[src/rtl/destruct_pkg.sv]
// Shared definitions for the self-destruct sequencer: state codes and LED patterns.
package destruct_pkg;

    typedef enum logic [2:0] {
        ST_IDLE      = 3'd0,
        ST_ARMING    = 3'd1,
        ST_COUNTDOWN = 3'd2,
        ST_COOLDOWN  = 3'd3,
        ST_DETONATE  = 3'd4
    } state_t;

    localparam logic [7:0] LED_OFF  = 8'h00;
    localparam logic [7:0] LED_FULL = 8'hFF;
    localparam logic [7:0] LED_COOL = 8'hAA;

endpackage

[src/rtl/tick_counter.sv]
// Modulo-MAX enable counter; done is high on the enabled cycle that wraps MAX-1 back to 0.
module tick_counter #(
    parameter int MAX = 2
) (
    input  logic clk,
    input  logic rst,
    input  logic clr,
    input  logic en,
    output logic done
);

    localparam int W = (MAX > 1) ? $clog2(MAX) : 1;
    localparam logic [W-1:0] LAST = W'(MAX - 1);

    logic [W-1:0] count_reg;

    assign done = en && (count_reg == LAST);

    always_ff @(posedge clk) begin
        if (rst || clr) begin
            count_reg <= '0;
        end else if (en) begin
            count_reg <= done ? '0 : count_reg + W'(1);
        end
    end

endmodule

[src/rtl/destruct_sequencer.sv]
// Self-destruct control FSM: 2-of-3 damage rule with arming filter, 8-step LED
// countdown with blink, abort cooldown and sticky detonation. ARM_TICKS must be >= 2.
module destruct_sequencer
    import destruct_pkg::*;
#(
    parameter int ARM_TICKS   = 3,
    parameter int STEP_TICKS  = 100,
    parameter int BLINK_TICKS = 33,
    parameter int COOL_TICKS  = 50
) (
    input  logic       clk,
    input  logic       rst,
    input  logic       tick,
    input  logic       in_combat,
    input  logic       danger,
    input  logic       damaged,
    input  logic       immobilized,
    input  logic       abort,
    output logic [7:0] leds,
    output logic [2:0] state,
    output logic       detonate
);

    state_t     state_reg, state_next;
    logic [7:0] bar_reg, bar_next;
    logic [7:0] leds_reg, leds_next;
    logic       phase_reg, phase_next;
    logic       detonate_reg, detonate_next;

    logic critical, qualify, stop;
    logic arm_done, step_done, blink_done, cool_done;
    logic in_arm_path, in_count, in_cool;

    assign critical    = (danger & damaged) | (danger & immobilized) | (damaged & immobilized);
    assign qualify     = in_combat & critical;
    assign stop        = abort | ~in_combat;
    assign in_arm_path = (state_reg == ST_IDLE) || (state_reg == ST_ARMING);
    assign in_count    = (state_reg == ST_COUNTDOWN);
    assign in_cool     = (state_reg == ST_COOLDOWN);

    // Counters are held cleared outside their own state, so each entry starts from zero.
    tick_counter #(.MAX(ARM_TICKS)) u_arm (
        .clk  (clk),
        .rst  (rst),
        .clr  (~in_arm_path | (tick & (state_reg == ST_ARMING) & ~qualify)),
        .en   (tick & qualify & in_arm_path),
        .done (arm_done)
    );

    tick_counter #(.MAX(STEP_TICKS)) u_step (
        .clk  (clk),
        .rst  (rst),
        .clr  (~in_count),
        .en   (tick & in_count & ~stop),
        .done (step_done)
    );

    tick_counter #(.MAX(BLINK_TICKS)) u_blink (
        .clk  (clk),
        .rst  (rst),
        .clr  (~in_count),
        .en   (tick & in_count & ~stop),
        .done (blink_done)
    );

    tick_counter #(.MAX(COOL_TICKS)) u_cool (
        .clk  (clk),
        .rst  (rst),
        .clr  (~in_cool),
        .en   (tick & in_cool),
        .done (cool_done)
    );

    always_comb begin
        state_next    = state_reg;
        bar_next      = bar_reg;
        phase_next    = phase_reg;
        leds_next     = leds_reg;
        detonate_next = detonate_reg;
        case (state_reg)
            ST_IDLE: begin
                if (tick && qualify) begin
                    state_next = ST_ARMING;
                    leds_next  = LED_OFF;
                end
            end
            ST_ARMING: begin
                if (tick) begin
                    if (!qualify) begin
                        state_next = ST_IDLE;
                    end else if (arm_done) begin
                        state_next = ST_COUNTDOWN;
                        bar_next   = LED_FULL;
                        phase_next = 1'b1;
                        leds_next  = LED_FULL;
                    end
                end
            end
            ST_COUNTDOWN: begin
                if (tick) begin
                    if (stop) begin
                        state_next = ST_COOLDOWN;
                        leds_next  = LED_COOL;
                    end else begin
                        bar_next   = step_done ? (bar_reg >> 1) : bar_reg;
                        phase_next = phase_reg ^ blink_done;
                        if (step_done && (bar_next == LED_OFF)) begin
                            state_next    = ST_DETONATE;
                            leds_next     = LED_FULL;
                            detonate_next = 1'b1;
                        end else begin
                            leds_next = phase_next ? bar_next : LED_OFF;
                        end
                    end
                end
            end
            ST_COOLDOWN: begin
                if (cool_done) begin
                    state_next = ST_IDLE;
                    leds_next  = LED_OFF;
                end
            end
            ST_DETONATE: begin
            end
            default: begin
                // Unreachable codes recover to IDLE without waiting for a tick.
                state_next    = ST_IDLE;
                bar_next      = LED_FULL;
                phase_next    = 1'b1;
                leds_next     = LED_OFF;
                detonate_next = 1'b0;
            end
        endcase
    end

    always_ff @(posedge clk) begin
        if (rst) begin
            state_reg    <= ST_IDLE;
            bar_reg      <= LED_FULL;
            phase_reg    <= 1'b1;
            leds_reg     <= LED_OFF;
            detonate_reg <= 1'b0;
        end else begin
            state_reg    <= state_next;
            bar_reg      <= bar_next;
            phase_reg    <= phase_next;
            leds_reg     <= leds_next;
            detonate_reg <= detonate_next;
        end
    end

    assign leds     = leds_reg;
    assign state    = state_reg;
    assign detonate = detonate_reg;

endmodule

[config.mk]
export PLATFORM = sky130hd
export DESIGN_NAME = destruct_sequencer
export DESIGN_NICKNAME = d
export VERILOG_FILES = /design/src/rtl/destruct_pkg.sv /design/src/rtl/tick_counter.sv /design/src/rtl/destruct_sequencer.sv
export SDC_FILE = /design/constraint.sdc
export NUM_CORES = 1
export LEC_CHECK = 0
export CORE_UTILIZATION = 53
export CTS_BUF_LIST = sky130_fd_sc_hd__clkbuf_8
export CTS_CLUSTER_SIZE = 20
export DETAILED_ROUTE_END_ITERATION = 8
export GPL_TIMING_DRIVEN = 0
export PLACE_DENSITY_LB_ADDON = 0.25
export SETUP_SLACK_MARGIN = 0.05
export SYNTH_ARGS = -nofsm -noshare
export SYNTH_HDL_FRONTEND = slang
export SYNTH_SLANG_ARGS = --single-unit
export TNS_END_PERCENT = 50
[constraint.sdc]
create_clock -name clk -period 1.68 [get_ports clk]
set_input_delay 0.252 -clock clk [delete_from_list [all_inputs] [get_ports clk]]
set_output_delay 0.252 -clock clk [all_outputs]
set_load 0.02 [all_outputs]
# After elaboration in Yosys (flattened, before gate mapping)
# Cells that the tools add are included.
dict set report classes {
  addsub 4
  n_eq_ne 18
  muxes 37
  n_bitwise 25
  reduce_logical 18
}
# op count
set op_table {}
lappend op_table {{8-bit two-way mux} 12}
lappend op_table {{8-bit one-hot mux with 5 select lines} 1}
lappend op_table {{3-bit two-way mux} 8}
lappend op_table {{8-bit one-hot mux with 3 select lines} 1}
lappend op_table {{3-bit one-hot mux with 5 select lines} 1}
lappend op_table {{7-bit AND reduction} 2}
lappend op_table {{6-bit by 1-bit adder with 6-bit output, second input constant} 2}
lappend op_table {{6-bit == test, second input constant} 2}
lappend op_table {{6-bit two-way mux} 2}
lappend op_table {{1-bit AND} 11}
lappend op_table {{1-bit inverter} 9}
lappend op_table {{8-bit logical NOT} 1}
lappend op_table {{1-bit two-way mux} 8}
lappend op_table {{2-bit by 1-bit inequality test with 1-bit output, second input constant} 4}
lappend op_table {{2-bit inequality test, second input constant} 4}
lappend op_table {{7-bit by 1-bit adder with 7-bit output, second input constant} 1}
lappend op_table {{7-bit == test, second input constant} 1}
lappend op_table {{7-bit two-way mux} 1}
lappend op_table {{3-bit by 2-bit == test with 1-bit output, second input constant} 2}
lappend op_table {{1-bit logical AND} 6}
lappend op_table {{3-bit by 2-bit inequality test with 1-bit output, second input constant} 2}
lappend op_table {{6-bit AND reduction} 1}
lappend op_table {{1-bit logical OR} 4}
lappend op_table {{1-bit bitwise OR} 4}
lappend op_table {{12 further kinds} 12}
dict set report word_totals {
  reg_bits 42
  in_bits 8
  out_inout_bits 12
  word_cells 111
}

# Longest topological paths before layout
dict set report depth {
  word_depth 12
  mapped_depth 8
  mapped_depth_nobuf 6
}

# Hierarchy
# A second synthesis with hierarchy kept.
dict set report unflattened {
  hier_cells 272
  hier_area_um2 2471.1
}
# module n_inst cells_each area_each_um2 seq_area_each_um2
set by_module_without_submodules {}
lappend by_module_without_submodules {destruct_sequencer 1 161 1446.4 420.4}
lappend by_module_without_submodules {{tick_counter (u_cool)} 1 33 311.5 120.1}
lappend by_module_without_submodules {{tick_counter (u_blink)} 1 34 307.8 120.1}
lappend by_module_without_submodules {{tick_counter (u_step)} 1 35 307.8 140.1}
lappend by_module_without_submodules {{tick_counter (u_arm)} 1 9 97.6 40.0}

# Worst setup path before layout
# No wires, ideal clock.
dict set report synth_timing {
  kind {reg2reg}
  startpoint {reg state_reg[2], in the netlist state[2]}
  endpoint {reg leds_reg[5], in the netlist leds[5]}
  setup_ns 0.118
  t_arrival_ns 1.649
  t_required_ns 1.562
  setup_slack_ns -0.087
  stages_incl_launch_ff 8
  path_buffers 2
  period_less_slack_ns 1.767
  cell_sequence {dfxtp_1 > buf_6 > nor3b_4 > nand4_2 > buf_6 > mux2_4 > a21oi_1 > o2bb2ai_1}
}
dict set report synth_via {
  elab_chain_len 11
  elab_cells_between_ends 31
  classes_between {eq/ne (10); mux (6); bitwise (6); reduce/logical (9)}
}
# element line_no
set synth_lines {}
lappend synth_lines {{start: declaration} destruct_sequencer.sv:24} ;# state_t state_reg, state_next;
lappend synth_lines {{start signal: assignment} destruct_sequencer.sv:144} ;# state_reg <= state_next;
lappend synth_lines {{3-bit by 2-bit == test with 1-bit output} {destruct_sequencer.sv:38, destruct_sequencer.sv:80}}
lappend synth_lines {{1-bit AND (2 in a row)} {destruct_sequencer.sv:54, destruct_sequencer.sv:62}}
lappend synth_lines {{1-bit logical AND} tick_counter.sv:17} ;# assign done = en && (count_reg == LAST);
lappend synth_lines {{8-bit two-way mux} destruct_sequencer.sv:105} ;# bar_next = step_done ? (bar_reg >> 1) : bar_reg;
lappend synth_lines {{8-bit logical NOT} destruct_sequencer.sv:107} ;# if (step_done && (bar_next == LED_OFF)) begin
lappend synth_lines {{1-bit logical AND} destruct_sequencer.sv:107}
lappend synth_lines {{8-bit two-way mux} destruct_sequencer.sv:107}
lappend synth_lines {{8-bit two-way mux} destruct_sequencer.sv:101} ;# if (stop) begin
lappend synth_lines {{8-bit two-way mux} destruct_sequencer.sv:100} ;# if (tick) begin
lappend synth_lines {{8-bit one-hot mux with 5 select lines} destruct_sequencer.sv:80} ;# case (state_reg)
lappend synth_lines {{end signal: assignment} destruct_sequencer.sv:147} ;# leds_reg <= leds_next;
lappend synth_lines {{end: declaration} destruct_sequencer.sv:26} ;# logic [7:0] leds_reg, leds_next;
# Parallel ways exist; a longest one is shown, timed or not. The select of a mux whose other input is x is not followed.
# A chain may end at the register's enable or synchronous reset.

# Worst setup path in the final report
dict set report layout_timing {
  startpoint {reg u_step.count_reg[0]}
  endpoint {reg leds_reg[0], in the netlist leds[0]}
}
dict set report layout_via {
  elab_chain_len 9
  elab_cells_between_ends 10
  classes_between {eq/ne (1); mux (6); reduce/logical (3)}
}
# element line_no
set layout_lines {}
lappend layout_lines {{start: declaration} tick_counter.sv:15} ;# logic [W-1:0] count_reg;
lappend layout_lines {{start signal: assignment} tick_counter.sv:23} ;# count_reg <= done ? '0 : count_reg + W'(1);
lappend layout_lines {{7-bit == test (*)} tick_counter.sv:17}
lappend layout_lines {{1-bit logical AND (*)} tick_counter.sv:17}
lappend layout_lines {{8-bit two-way mux} destruct_sequencer.sv:105}
lappend layout_lines {{8-bit logical NOT} destruct_sequencer.sv:107}
lappend layout_lines {{1-bit logical AND} destruct_sequencer.sv:107}
lappend layout_lines {{8-bit two-way mux (*)} destruct_sequencer.sv:107}
lappend layout_lines {{8-bit two-way mux (*)} destruct_sequencer.sv:101}
lappend layout_lines {{8-bit two-way mux (*)} destruct_sequencer.sv:100}
lappend layout_lines {{8-bit one-hot mux with 5 select lines (*)} destruct_sequencer.sv:80}
# Every way passes the cells marked *; elsewhere a longest branch is shown, timed or not. The select of a mux whose other input is x is not followed.

==> summary.md <==
| Metric | Value |
|---|---|
| Die width | `66.33 µm` |
| Tot Pwr | `2.470 mW` |
| Setup violators final | `5` |
| Deepest clock path buffer count | `2` |
| Final Hold Fails | `0` |
| Sw Ratio | `25.52%` |
| Vias | `1984` |
| DR pass1 iterations | `4` |
| Crit path max fanout | `5` |
| Yosys warns | `0` |
| Worst setup margin | `-38.24 ps` |
| CTS Root Cell | `clkbuf_8` |
| Clk network pwr share | `around two fifths` |
| N_diodes | `0` |
| Syn Nets | `250` |
| Maxcap violations | `0` |
| Crit Path Class | `reg -> reg` |
| Hpwl dp | `3174 µm` |
| Vias per cell | `5.922` |
| VDD IR max | `465.2 µV` |
| H-tree Lvls | `2` |
| Residual DRC | `0` |
| Placed insts | `304` |
| Max-slew violation count | `0` |
| Clk_skew | `approximately 9.2 ps` |
| Reg area | `857.1 µm²` |
| First-pass GRT wire length | `9308 µm` |
| Place WS | `-565.5 ps` |
| Relative slew slack | `61.21%` |
| Combinational share of power | `17.0%` |
| Die footprint | `about 0.0044 mm²` |
| PwrDens | `815.1 mW/mm²` |
| Worst hold path type | `reg -> reg` |
| Yosys cell types | `52` |
| RD Place Congestion | `0.8261` |
| Worst Tran Pin Value | `581.9 ps` |
| Internal Power | `1.840 mW` |
| Unrepaired setup endpoints after global routing | `true` |
| Cts hold-fix bufs | `0` |
| Final Instance Count excl. Fillers | `335` |
| Total GRT Usage | `28.56%` |
| DR WL/cell | `between 15 and 20 µm` |
| Post-synth EDFFs | `0` |
| CP Capture Type | `flip-flop` |
| Global route overflow | `0` |
| Clk sinks | `42` |
| Area Growth Syn to Fin | `38.16%` |
| Cell taking the most area after synthesis | `dfxtp_1` |
| Synthesized area per cell | `9.294 µm²` |
| Core area | `0.004000 mm²` |
| Largest net degree at the start of global routing | `14` |
| Period utilization | `102.3%` |
| CP required | `1930 ps` |
| DRT Wirelength | `5751 µm` |
| Vias in the first global route | `between 1500 and 2000` |
| PortBufs | `18` |
| Sw power | `0.6303 mW` |
| Reg clk slew, reported paths | `80 ps` |
| Max Clk Rate | `582.0 MHz` |
| P_leak | `1.164 nW` |
| Die height | `66.33 µm` |
| CTS tree | `yes` |
| Ys async rst share | `0%` |
| # rows | `23` |
| TritonCTS Buffers | `5` |
| Share of the synthesized area in the top cell type | `38.33%` |
| Total negative slack | `-87.33 ps` |
| Initial antenna violation count | `0` |
| Seq cells post-synth | `between 40 and 50` |
| Drt initial violations | `around 140` |
| Routed Antenna Nets | `0` |
| I/O Pins | `20` |
| Register share of total power | `approximately 42%` |
| Multi-input gate area | `0.001499 mm²` |
| Violated checks | `setup timing` |
| Initial Utilization | `a little over half` |
| Post-synthesis sequential area ratio | `between 30% and 40%` |
| Fill count | `255` |
| Mapped Area | `0.002193 mm²` |
| Worst Path Arrival | `1970 ps` |
| CP Launch Type | `flip-flop` |
| Share of cells above drive strength 1 | `approximately 29%` |
| Synth Flop Type | `dfxtp_1` |
| Nets | `298` |
| Cells after Synth | `236` |
| Final min period | `1718 ps` |
| Top cells by area, synth | `dfxtp_1, nor2_1, a21oi_1` |
| Clock Latency Late Sink | `310 ps` |
| Status | `complete, but fails checks` |
==> metrics by stage <==
stage | instance area, µm² | hold slack (ps) | utilization [%]
finish | 3030 | 460.2 | 75.76
global route | 3030 | 497.8 | 75.76
CTS | 2973 | 461.1 | 74.32
detailed placement | 2451 | 449.7 | 61.28
global placement | 2451 | 444.0 | 61.28
floorplan | 2208 | 435.6 | -
==> power groups by stage <==
stage	Combinational, mW	Sequential (mW)	Clock, mW
6_report	0.421	1.04	1.00
5_1_grt	0.450	1.05	1.05
4_1_cts	0.406	1.05	1.00
3_5_place_dp	0.324	1.07	0
3_3_place_gp	0.321	1.07	0
2_1_floorplan	0.179	1.10	0
==> path summary, 6_finish.rpt <==
kind	cells after the start	endpoint	start	slack [ps]
worst max-delay path	7	leds[0]	u_step.count_reg[0]	-40
worst min-delay path	2	u_arm.count_reg[0]	u_arm.count_reg[0]	460
worst max register to register	7	leds[0]	u_step.count_reg[0]	-40
worst min register to register	2	u_arm.count_reg[0]	u_arm.count_reg[0]	460
==> what timing repair did <==
item,4_1_cts,5_1_grt
pin swaps,13,14
buffers inserted,20,1
resized for setup,44,16
cloned,2,0
setup endpoints to repair,35,36
==> cells in the mapped netlist, drive strengths merged, types with 4 or more instances <==
| cell type | count |
|---|---|
| a21oi | 16 |
| a311oi | 4 |
| buf | 8 |
| dfxtp | 42 |
| ha | 6 |
| inv | 5 |
| mux2i | 7 |
| nand2 | 17 |
| nand3 | 8 |
| nand4 | 6 |
| nor2 | 33 |
| nor3 | 7 |
| o211a | 4 |
| o211ai | 5 |
| o21bai | 7 |
| o2bb2ai | 4 |
| xnor2 | 9 |
| xor2 | 9 |
==> cell type report <==
class / count / share of cell area [%]
clock inverters: 2 / 1.982
flip-flops and latches: 42 / 28.28
multi-input cells: 181 / 49.46
well taps: 50 / 2.064
repair buffers: 40 / 12.01
plain buffers: 9 / 2.849
clock buffers: 6 / 2.725
inverters: 5 / 0.6193
==> kinds of logic after synthesis <==
logic type | synth area share [%]
compound gates | 18.94
fa+ha+maj | 3.936
buf+inv | 3.651
mux | 4.906
xor+xnor | 7.188
flops | 38.33
simple gates | 23.05
==> layer usage <==
layer,vias up,track usage (%),routed length [µm]
li1,958,-,-
met1,953,33.47,2345
met2,61,50.26,3009
met3,12,6.207,292
met4,0,10.90,104
met5,-,0,0
==> critical path, stage by stage (launching register included) <==
cell and delay (ps):
dfxtp_4 380, ha_4 140, and4b_2 280, nand4_4 140
buf_6 180, mux2i_4 190, o211ai_1 210, o211a_1 170
==> cell usage in the layout, fill, tap and decap left out, types with 5 or more instances in the layout <==
cell type        instances
buf_6                    6
dfxtp_1                 33
nor3_1                   5
clkbuf_8                 6
inv_1                    5
xnor2_1                  8
nor2_1                  30
o21bai_1                 7
nand3_1                  8
mux2i_1                  5
a21oi_1                 13
nand4_1                  5
clkdlybuf4s50_1         12
nand2_1                 17
dfxtp_2                  7
xor2_1                   8
buf_4                   20
Note: power is estimated with default switching activity, not from simulation.
